<file path="config.mk">
export PLATFORM = sky130hd
export DESIGN_NAME = sregister_rx
export DESIGN_NICKNAME = d
export VERILOG_FILES = /design/src/rtl/sregister_rx.sv
export SDC_FILE = /design/constraint.sdc
export NUM_CORES = 1
export LEC_CHECK = 0
export CORE_MARGIN = 3
export CORE_UTILIZATION = 25
export DETAILED_ROUTE_END_ITERATION = 10
export DONT_BUFFER_PORTS = 1
export GPL_TIMING_DRIVEN = 0
export PLACE_DENSITY = 0.37
export SYNTH_ARGS = -nofsm -noshare
export SYNTH_HDL_FRONTEND = slang
export SYNTH_SLANG_ARGS = --single-unit
</file>
<file path="constraint.sdc">
create_clock -name clk -period 4.56 [get_ports clk]
set_input_delay 0 -clock clk [delete_from_list [all_inputs] [get_ports clk]]
set_output_delay 0 -clock clk [all_outputs]
set_load 0.1 [all_outputs]
</file>
<file path="src/rtl/sregister_rx.sv">
// rtl/sregister_rx.sv - strobed serial receiver: start, N data bits MSB first, parity, stop
module sregister_rx #(
    parameter int N          = 8,
    parameter int PARITY_ODD = 0
) (
    input  logic         clk,
    input  logic         reset,
    input  logic         sin,
    input  logic         bit_en,
    input  logic         ready,
    output logic [N-1:0] q,
    output logic         valid,
    output logic         parity_err,
    output logic         frame_err,
    output logic         overrun,
    output logic         busy
);
    localparam int   CW  = $clog2(N) + 1;
    localparam logic ODD = (PARITY_ODD != 0);

    typedef enum logic [1:0] {IDLE, DATA, PARITY, STOP} state_t;

    state_t        state;
    logic [CW-1:0] count;
    logic [N-1:0]  shreg;
    logic          perr;
    logic          complete;

    assign complete = bit_en && (state == STOP);

    always_ff @(posedge clk or posedge reset) begin
        if (reset) begin
            state      <= IDLE;
            count      <= '0;
            shreg      <= '0;
            perr       <= 1'b0;
            q          <= '0;
            valid      <= 1'b0;
            parity_err <= 1'b0;
            frame_err  <= 1'b0;
            overrun    <= 1'b0;
            busy       <= 1'b0;
        end else begin
            if (bit_en) begin
                case (state)
                    IDLE: begin
                        if (!sin) begin
                            state <= DATA;
                            count <= '0;
                            busy  <= 1'b1;
                        end
                    end
                    DATA: begin
                        shreg <= {shreg[N-2:0], sin};
                        count <= count + CW'(1);
                        if (count == CW'(N - 1)) state <= PARITY;
                    end
                    PARITY: begin
                        // Error when the ones-count over data plus parity bit mismatches the selected sense
                        perr  <= (^shreg ^ sin) ^ ODD;
                        state <= STOP;
                    end
                    STOP: begin
                        state <= IDLE;
                        busy  <= 1'b0;
                    end
                    default: state <= IDLE;
                endcase
            end

            // A completion while an unconsumed word is held drops the new word
            if (complete) begin
                if (!valid || ready) begin
                    q          <= shreg;
                    parity_err <= perr;
                    frame_err  <= !sin;
                    valid      <= 1'b1;
                end else begin
                    overrun <= 1'b1;
                end
            end else if (valid && ready) begin
                valid <= 1'b0;
            end
        end
    end
endmodule

</file>
# --- After elaboration in Yosys (flattened, before gate mapping) ---
# Index checks and enable logic that the tools add are counted.
classes:
  n_lt_le_gt_ge: 0
  bitwise: 2
  shift: 0
  muxes: 10
  div: 0
  n_eq_ne: 7
  n_reduce_logical: 18
  add_sub_neg: 1
  multipliers: 0
ops:
  columns: ["cell", "n"]
  rows:
  - ["$reduce_and A2 Y1", 5]
  - ["$reduce_and A3 Y1", 3]
  - ["$pmux W2 S4", 1]
  - ["$pmux W4 S2", 1]
  - ["$reduce_xor A8 Y1", 1]
  - ["$reduce_bool A2 Y1", 3]
  - ["$add A4 B1 Y4 const B", 1]
  - ["$eq A2 B2 Y1 const B", 2]
  - ["$eq A4 B3 Y1 const B", 1]
  - ["$mux W1", 4]
  - ["$mux W2", 2]
  - ["$mux W4", 1]
  - ["$ne A2 B2 Y1 const B", 2]
  - ["$eq A2 B1 Y1 const B", 1]
  - ["$logic_and A1 B1 Y1", 2]
  - ["$logic_not A1 Y1", 2]
  - ["$logic_not A2 Y1", 1]
  - ["$ne A2 B1 Y1 const B", 1]
  - ["$pmux W1 S2", 1]
  - ["$logic_or A1 B1 Y1", 1]
  - ["$not A1 Y1", 1]
  - ["$xor A1 B1 Y1", 1]
totals:
  mem_bits_rw: 0
  latchBits: 0
  inputBits: 5
  romBits: 0
  n_memories: 0
  regBits: 28

# --- Depth between registers and ports, before layout ---
# Gate-level depths: netlist of run 1.
depth:
  ltp_word: 4
  ltp_mapped: 6
  depth_no_buf: 6

# --- Worst setup path before layout of run 1 ---
# OpenSTA, ideal clock, no wires.
synth_timing:
  path_kind: "flip-flop to flip-flop"
  from: "register valid"
  to: "register parity_err"
  period_less_slack_ps: 1854
  stages_incl_launch_ff: 5
  setup_ps: 128
  arrival_time_ps: 1726
  t_required_ps: 4432
  path_slack_ps: 2706
  path_cell_list: "dfrtp_1 -> nand2b_1 -> nor2b_1 -> buf_2 -> mux2_1"
synth_via:
  elab_chain_len: 3
synth_rtl:
  columns: ["element", "line_no", "source"]
  rows:
  - ["start: declaration", "12", "output logic valid,"]
  - ["start signal: assignment", "38", "valid <= 1'b0;"]
  - ["start signal: assignment", "77", "valid <= 1'b1;"]
  - ["start signal: assignment", "82", "valid <= 1'b0;"]
  - ["$logic_not A1 Y1", "73", "if (!valid || ready) begin"]
  - ["$logic_or A1 B1 Y1", "73", null]
  - ["$reduce_and A2 Y1 (no source line)", null, null]
  - ["end signal: assignment", "75", "parity_err <= perr;"]
  - ["end: declaration", "13", "output logic parity_err,"]
# No other way between the ends.
# A chain may end at the register's enable or synchronous reset.

# --- Worst setup path in the final report of run 1 ---
layout_timing:
  from: "register valid"
  to: "register q[6]"
layout_via:
  elab_chain_len: 3
layout_rtl:
  columns: ["element", "line_no", "source"]
  rows:
  - ["$logic_not A1 Y1", "73", null]
  - ["$logic_or A1 B1 Y1", "73", null]
  - ["$reduce_and A2 Y1 (no source line)", null, null]
  - ["end signal: assignment", "74", "q <= shreg;"]
  - ["end: declaration", "11", "output logic [N-1:0] q,"]
# No other way between the ends.

==> out/summary.txt, run 1 <==
Critical path type -> reg2reg
Slew @ Worst Pin -> 1.08 ns
Synth top area share -> 0.558
Hold Path Origin -> bit_en
Largest net degree at the start of global routing -> 29
Core area -> 4790 um2
Setup_tns -> 0 ns
Drt pass-1 iters -> 3
Fill cells -> 496
Clk_lat worst skew -> 0.27 ns
Post-Route WL -> 2370 um
Commonest non-fill, non-tap cell in the layout -> dfrtp_1
HP Class -> in2reg
Vias per Instance -> 4.11
Synth warnings -> 0
Post-route ant nets -> 0
Num rows -> 25
Count of final setup violators -> 0
Max frequency -> 508 MHz
DRC errors left -> 0
Num ports -> 18
CTS tree -> yes
Number of enable flip-flop cells after synthesis -> 0
Htree depth -> 1
Die ar. -> 5910 um2
Worst hold stages -> 2
RSZ-0062 raised after global routing -> no
Post-cts resize count -> 0
GR Overflow Total -> 0
Seq/Total Area, Yosys -> 0.558
Max-slew violations -> 0
Clock Path Buffers -> 2
Worst Skew -> 0.00837 ns
Nets@finish -> 130
GP Congestion -> 0.692
Worst reg2reg setup slack -> 2.59 ns
Initial core utilization -> 0.262
Post-Syn Instances -> 110
Via count -> 761
TritonCTS Buffers -> 3
Final Hold Vio Count -> 0
Initial antenna violation count -> 0
Die Ht -> 76.9 um
CP max FO -> 9
CP endpoint kind -> register
Synthesized area -> 1260 um2
Vias in the first global route -> 858
Top_reg_cell synth -> dfrtp_1
Clock Sinks -> 28
Clock-pin slew on the worst setup and hold paths -> 0.10 ns
Relative slew slack -> 0.279
P&R area growth vs syn -> 15.5%
Hpwl dp -> 1640 um
Async SR Flop Fraction -> 1.00
WP data required -> 4.73 ns
Most frequent cells in the layout -> dfrtp_1, nand2_1, o21ai_1, mux2_1, ha_1
Port Buffers -> 0
Post-synthesis register bit count -> 28
Minimum clock period -> 1.97 ns
Max-cap viol count -> 0
R2r worst-path depth -> 4
Global Route Usage Sum -> 0.0884
Routed len/inst -> 12.8 um
Average size of a mapped cell -> 11.4 um2
WP data arrival -> 2.14 ns
FF-to-FF End -> q[6]
Die width -> 76.9 um
# Post-CTS Setup Buffers -> 0
Initial DRC Count -> 33
Yosys top cell by area -> dfrtp_1
Startpoint types -> register
Cell variety after synth -> 22
Area contributors post-synth -> dfrtp_1, nand2_1, mux2_1
Syn nets -> 121
First-pass GRT wire length -> 4170 um
Share of layout cells above drive strength 1 -> 0.0847
Status -> completed
ANT cells -> 0
Critical R2R Launch -> valid
Period utilization -> 0.432
Root buffer cell -> clkbuf_8
WHS Endpoint -> busy
-- final cells by class --
type / instances / area (um2) / share of cell area
clock buffer: 3 / 41.3 / 0.0284
tap: 67 / 83.8 / 0.0578
multi-input combinational: 77 / 536 / 0.369
clock inverter: 1 / 30.0 / 0.0207
timing repair buffer: 4 / 40.0 / 0.0276
sequential: 28 / 701 / 0.483
buffer: 1 / 5.00 / 0.00345
inverter: 4 / 15.0 / 0.0103
-- critical path, stage by stage, from the launching register on --
cell and delay (ns):
dfrtp_1 0.95, nand2b_1 0.23, nor2b_1 0.19, buf_2 0.17
mux2_1 0.32
-- metal layers --
metal | GRT usage | up-vias | wire length [um]
met1 | 0.107 | 365 | 1060
met3 | 0.0282 | 2 | 90
met5 | 0 | - | 0
met2 | 0.152 | 12 | 1200
li1 | - | 382 | -
met4 | 0.0217 | 0 | 14
-- flip-flops by register name, summed over array words and instances, names as in the netlist --
signal and flops:
parity_err 1, valid 1, busy 1, state 2, q 8, count 4, overrun 1, shreg 8
frame_err 1, perr 1
-- metrics by stage --
| step | cell area, um2 | setup WS [ns] | hold WS, ns | std cells | util |
|---|---|---|---|---|---|
| after CTS | 1450 | 2.56 | 0.0939 | 185 | 0.303 |
| after floorplan | 1260 | 2.71 | 0.0654 | 110 | - |
| after global placement | 1340 | 2.59 | 0.0984 | 177 | 0.280 |
| after detailed placement | 1340 | 2.57 | 0.101 | 177 | 0.280 |
| final | 1450 | 2.59 | 0.101 | 185 | 0.303 |
| after global routing | 1450 | 2.50 | 0.106 | 185 | 0.303 |
-- how the worst max path moves through the flow --
stage          startpoint          to  slack (ns)  cells after the start
3_3_place_gp        valid        q[7]        2.59                      4
3_5_place_dp        valid        q[7]        2.57                      4
2_1_floorplan       valid  parity_err        2.71                      4
5_1_grt             valid        q[7]        2.50                      4
4_1_cts             valid        q[6]        2.56                      4
6_report            valid        q[6]        2.59                      4
-- cell usage after synthesis, types with 2 or more instances --
cell	number
mux2_2	4
nor2b_1	2
a21oi_1	4
ha_1	6
nand3_1	2
inv_1	4
o21ai_1	8
mux2_1	8
dfrtp_1	28
nand2b_1	2
xnor2_1	4
xor2_1	2
nand2_1	27
-- cells by family (layout without fill, tap and decap cells) --
| logic type | count (synthesis) | count (layout) | synth area share |
|---|---|---|---|
| XOR/XNOR | 7 | 7 | 0.0598 |
| AO/OA/AOI/OAI | 16 | 16 | 0.0777 |
| adder cells (fa/ha/maj) | 6 | 6 | 0.0598 |
| flip-flops | 28 | 28 | 0.558 |
| AND/OR/NAND/NOR | 36 | 36 | 0.122 |
| buffers and inverters | 5 | 13 | 0.0159 |
| multiplexers | 12 | 12 | 0.108 |
-- what timing repair did --
item,4_1_cts,5_1_grt
hold buffers,4,0
hold endpoints to repair,35,0
setup endpoints to repair,0,0
Power of run 1 is left out: the tool's default activity adds up to more than one toggle a clock period on the data nets, which glitch-free logic cannot reach.
==> run 2, diff against run 1 <==
--- a/config.mk
+++ b/config.mk
@@ -5,6 +5,7 @@
 export SDC_FILE = /design/constraint.sdc
 export NUM_CORES = 1
 export LEC_CHECK = 0
+export ABC_AREA = 1
 export CORE_MARGIN = 3
 export CORE_UTILIZATION = 25
 export DETAILED_ROUTE_END_ITERATION = 10
==> constraint.sdc (replaced) <==
create_clock -name clk -period 1.9 [get_ports clk]
set_input_delay 0 -clock clk [delete_from_list [all_inputs] [get_ports clk]]
set_output_delay 0 -clock clk [all_outputs]
set_load 0.1 [all_outputs]
==> out/summary.txt, run 2 <==
Area contributors post-synth -> dfrtp_1, nand2_1, o21ai_0
Startpoint types -> register
Share of layout cells above drive strength 1 -> 0.0625 (-0.0222)
Setup_tns -> 0 ns (unchanged)
Syn nets -> 180 (+49%)
Synth top area share -> 0.511 (-0.0468)
Most frequent cells in the layout -> nand2_1, dfrtp_1, inv_1
Async SR Flop Fraction -> 1.00 (unchanged)
Post-synthesis register bit count -> 28 (unchanged)
Commonest non-fill, non-tap cell in the layout -> nand2_1
Global Route Usage Sum -> 0.0967 (+0.00827)
Die width -> 80.1 um (+4.1%)
Seq/Total Area, Yosys -> 0.511 (-0.0468)
R2r worst-path depth -> 7 (+3)
Most common cell in the netlist -> nand2_1
CP max FO -> 10 (+1)
WHS Endpoint -> count[1]
Count of final setup violators -> 0 (unchanged)
Number of enable flip-flop cells after synthesis -> 0 (unchanged)
Worst Skew -> 0.00449 ns (-0.00387 ns)
Cell variety after synth -> 17 (-23%)
Hold slack -> 0.0294 ns (-0.0720 ns)
Die ar. -> 6410 um2 (+8.4%)
Critical path type -> reg2reg
Hold Path Origin -> bit_en
Post-Route WL -> 2810 um (+19%)
Root buffer cell -> clkbuf_8
Status -> completed
Port Buffers -> 0 (unchanged)
Synthesized area -> 1370 um2 (+9.2%)
Top_reg_cell synth -> dfrtp_1
Worst reg2reg setup slack -> 0.32 ns (-2.27 ns)
CTS tree -> yes
GP Congestion -> 0.763 (+10%)
Fill cells -> 577 (+16%)
Drt pass-1 iters -> 4 (+1)
Htree depth -> 1 (unchanged)
Die Ht -> 80.1 um (+4.1%)
ANT cells -> 0 (unchanged)
P&R area growth vs syn -> 12.4%
Initial DRC Count -> 26 (-21%)
DRC errors left -> 0 (unchanged)
Max-slew violations -> 0 (unchanged)
Core area -> 5200 um2 (+8.8%)
Clock Path Buffers -> 2 (unchanged)
Num rows -> 26 (+4.0%)
Clock Sinks -> 28 (unchanged)
Hpwl dp -> 2020 um (+23%)
Critical R2R Launch -> valid
Crit. Startpoint -> valid
Synth warnings -> 0 (unchanged)
Nets@finish -> 189 (+45%)
Minimum clock period -> 1.58 ns (-0.388 ns)
Max frequency -> 632 MHz (+25%)
Initial antenna violation count -> 0 (unchanged)
GR Overflow Total -> 0 (unchanged)
Final Hold Vio Count -> 0 (unchanged)
Period utilization -> 0.832 (+0.400)
WP data required -> 2.09 ns (-2.64 ns)
Yosys top cell by area -> dfrtp_1
Top flop regs -> q (8), shreg (8), count (4)
Worst hold stages -> 3 (+1)
Initial core utilization -> 0.263 (+0.000978)
Relative slew slack -> 0.245 (-0.0339)
First-pass GRT wire length -> 4830 um (+16%)
Post-route ant nets -> 0 (unchanged)
Max-cap viol count -> 0 (unchanged)
TritonCTS Buffers -> 3 (unchanged)
WP data arrival -> 1.78 ns (-0.36 ns)
Vias per Instance -> 4.14 (+0.70%)
Post-Syn Instances -> 169 (+54%)
Via count -> 1019 (+34%)
CP endpoint kind -> register
# Post-CTS Setup Buffers -> 0 (unchanged)
FF-to-FF End -> q[0]
RSZ-0062 raised after global routing -> no
HP Class -> in2reg
Clock-pin slew on the worst setup and hold paths -> 0.10 ns (about the same)
Clk_lat worst skew -> 0.27 ns (about the same)
Routed len/inst -> 11.4 um (-11%)
Slew @ Worst Pin -> 1.13 ns (+0.0508 ns)
Num ports -> 18 (unchanged)
Vias in the first global route -> 1039 (+21%)
Average size of a mapped cell -> 8.11 um2 (-29%)
Synth cell count leaders -> nand2_1, dfrtp_1, inv_1
Largest net degree at the start of global routing -> 29 (unchanged)
==> run 2: what timing repair did <==
action / in CTS / in global routing
hold buffers: 4 / 0
resized for setup: 0 / 1
endpoints found under the hold margin: 36 / 0
endpoints found under the setup margin: 0 / 10
==> run 2: logic make-up after synthesis <==
kind of cell / Yosys count / synth area share
simple gates: 82 / 0.237
compound gates: 28 / 0.117
flops: 28 / 0.511
buf+inv: 24 / 0.0721
fa+ha+maj: 6 / 0.0547
mux: 1 / 0.00821
==> run 2: worst max-delay path, stage by stage (launching register included) <==
cell      delay (ns)
dfrtp_2         0.70
inv_1           0.08
nor2_1          0.09
inv_1           0.08
nand2_4         0.13
clkbuf_2        0.25
nand2_1         0.06
o21ai_0         0.10
==> run 2: per-layer routing <==
layer	GRT usage	part of all wire
met1	0.124	0.50
met2	0.162	0.46
met3	0.0202	0.026
met4	0.0304	0.0071
met5	0	0
==> run 2: cell type report <==
type | count | area (um2) | share of cell area
inverter | 22 | 82.6 | 0.0536
clock buffer | 3 | 41.3 | 0.0268
multi-input combinational | 117 | 572 | 0.371
buffer | 2 | 16.3 | 0.0106
tap | 70 | 87.6 | 0.0568
timing repair buffer | 4 | 40.0 | 0.0260
sequential | 28 | 702 | 0.455
==> run 2: stage by stage <==
stage,instances,cell area (um2),setup slack [ns],util
finish,246,1540,0.319,0.296
global route,246,1540,0.0726,0.296
CTS,246,1540,0.00908,0.296
detailed placement,239,1460,0.0521,0.280
global placement,239,1460,0.0459,0.280
floorplan,169,1370,0.184,-
==> run 2: how the worst max path moves through the flow <==
stage	endpoint	slack [ns]	cells past startpoint
after floorplan	parity_err	0.18	5
after global placement	q[0]	0.05	7
after detailed placement	q[3]	0.05	6
after CTS	q[0]	0.009	7
after global routing	q[0]	0.07	7
final	q[0]	0.32	7
Power of run 2 is left out for the same reason.
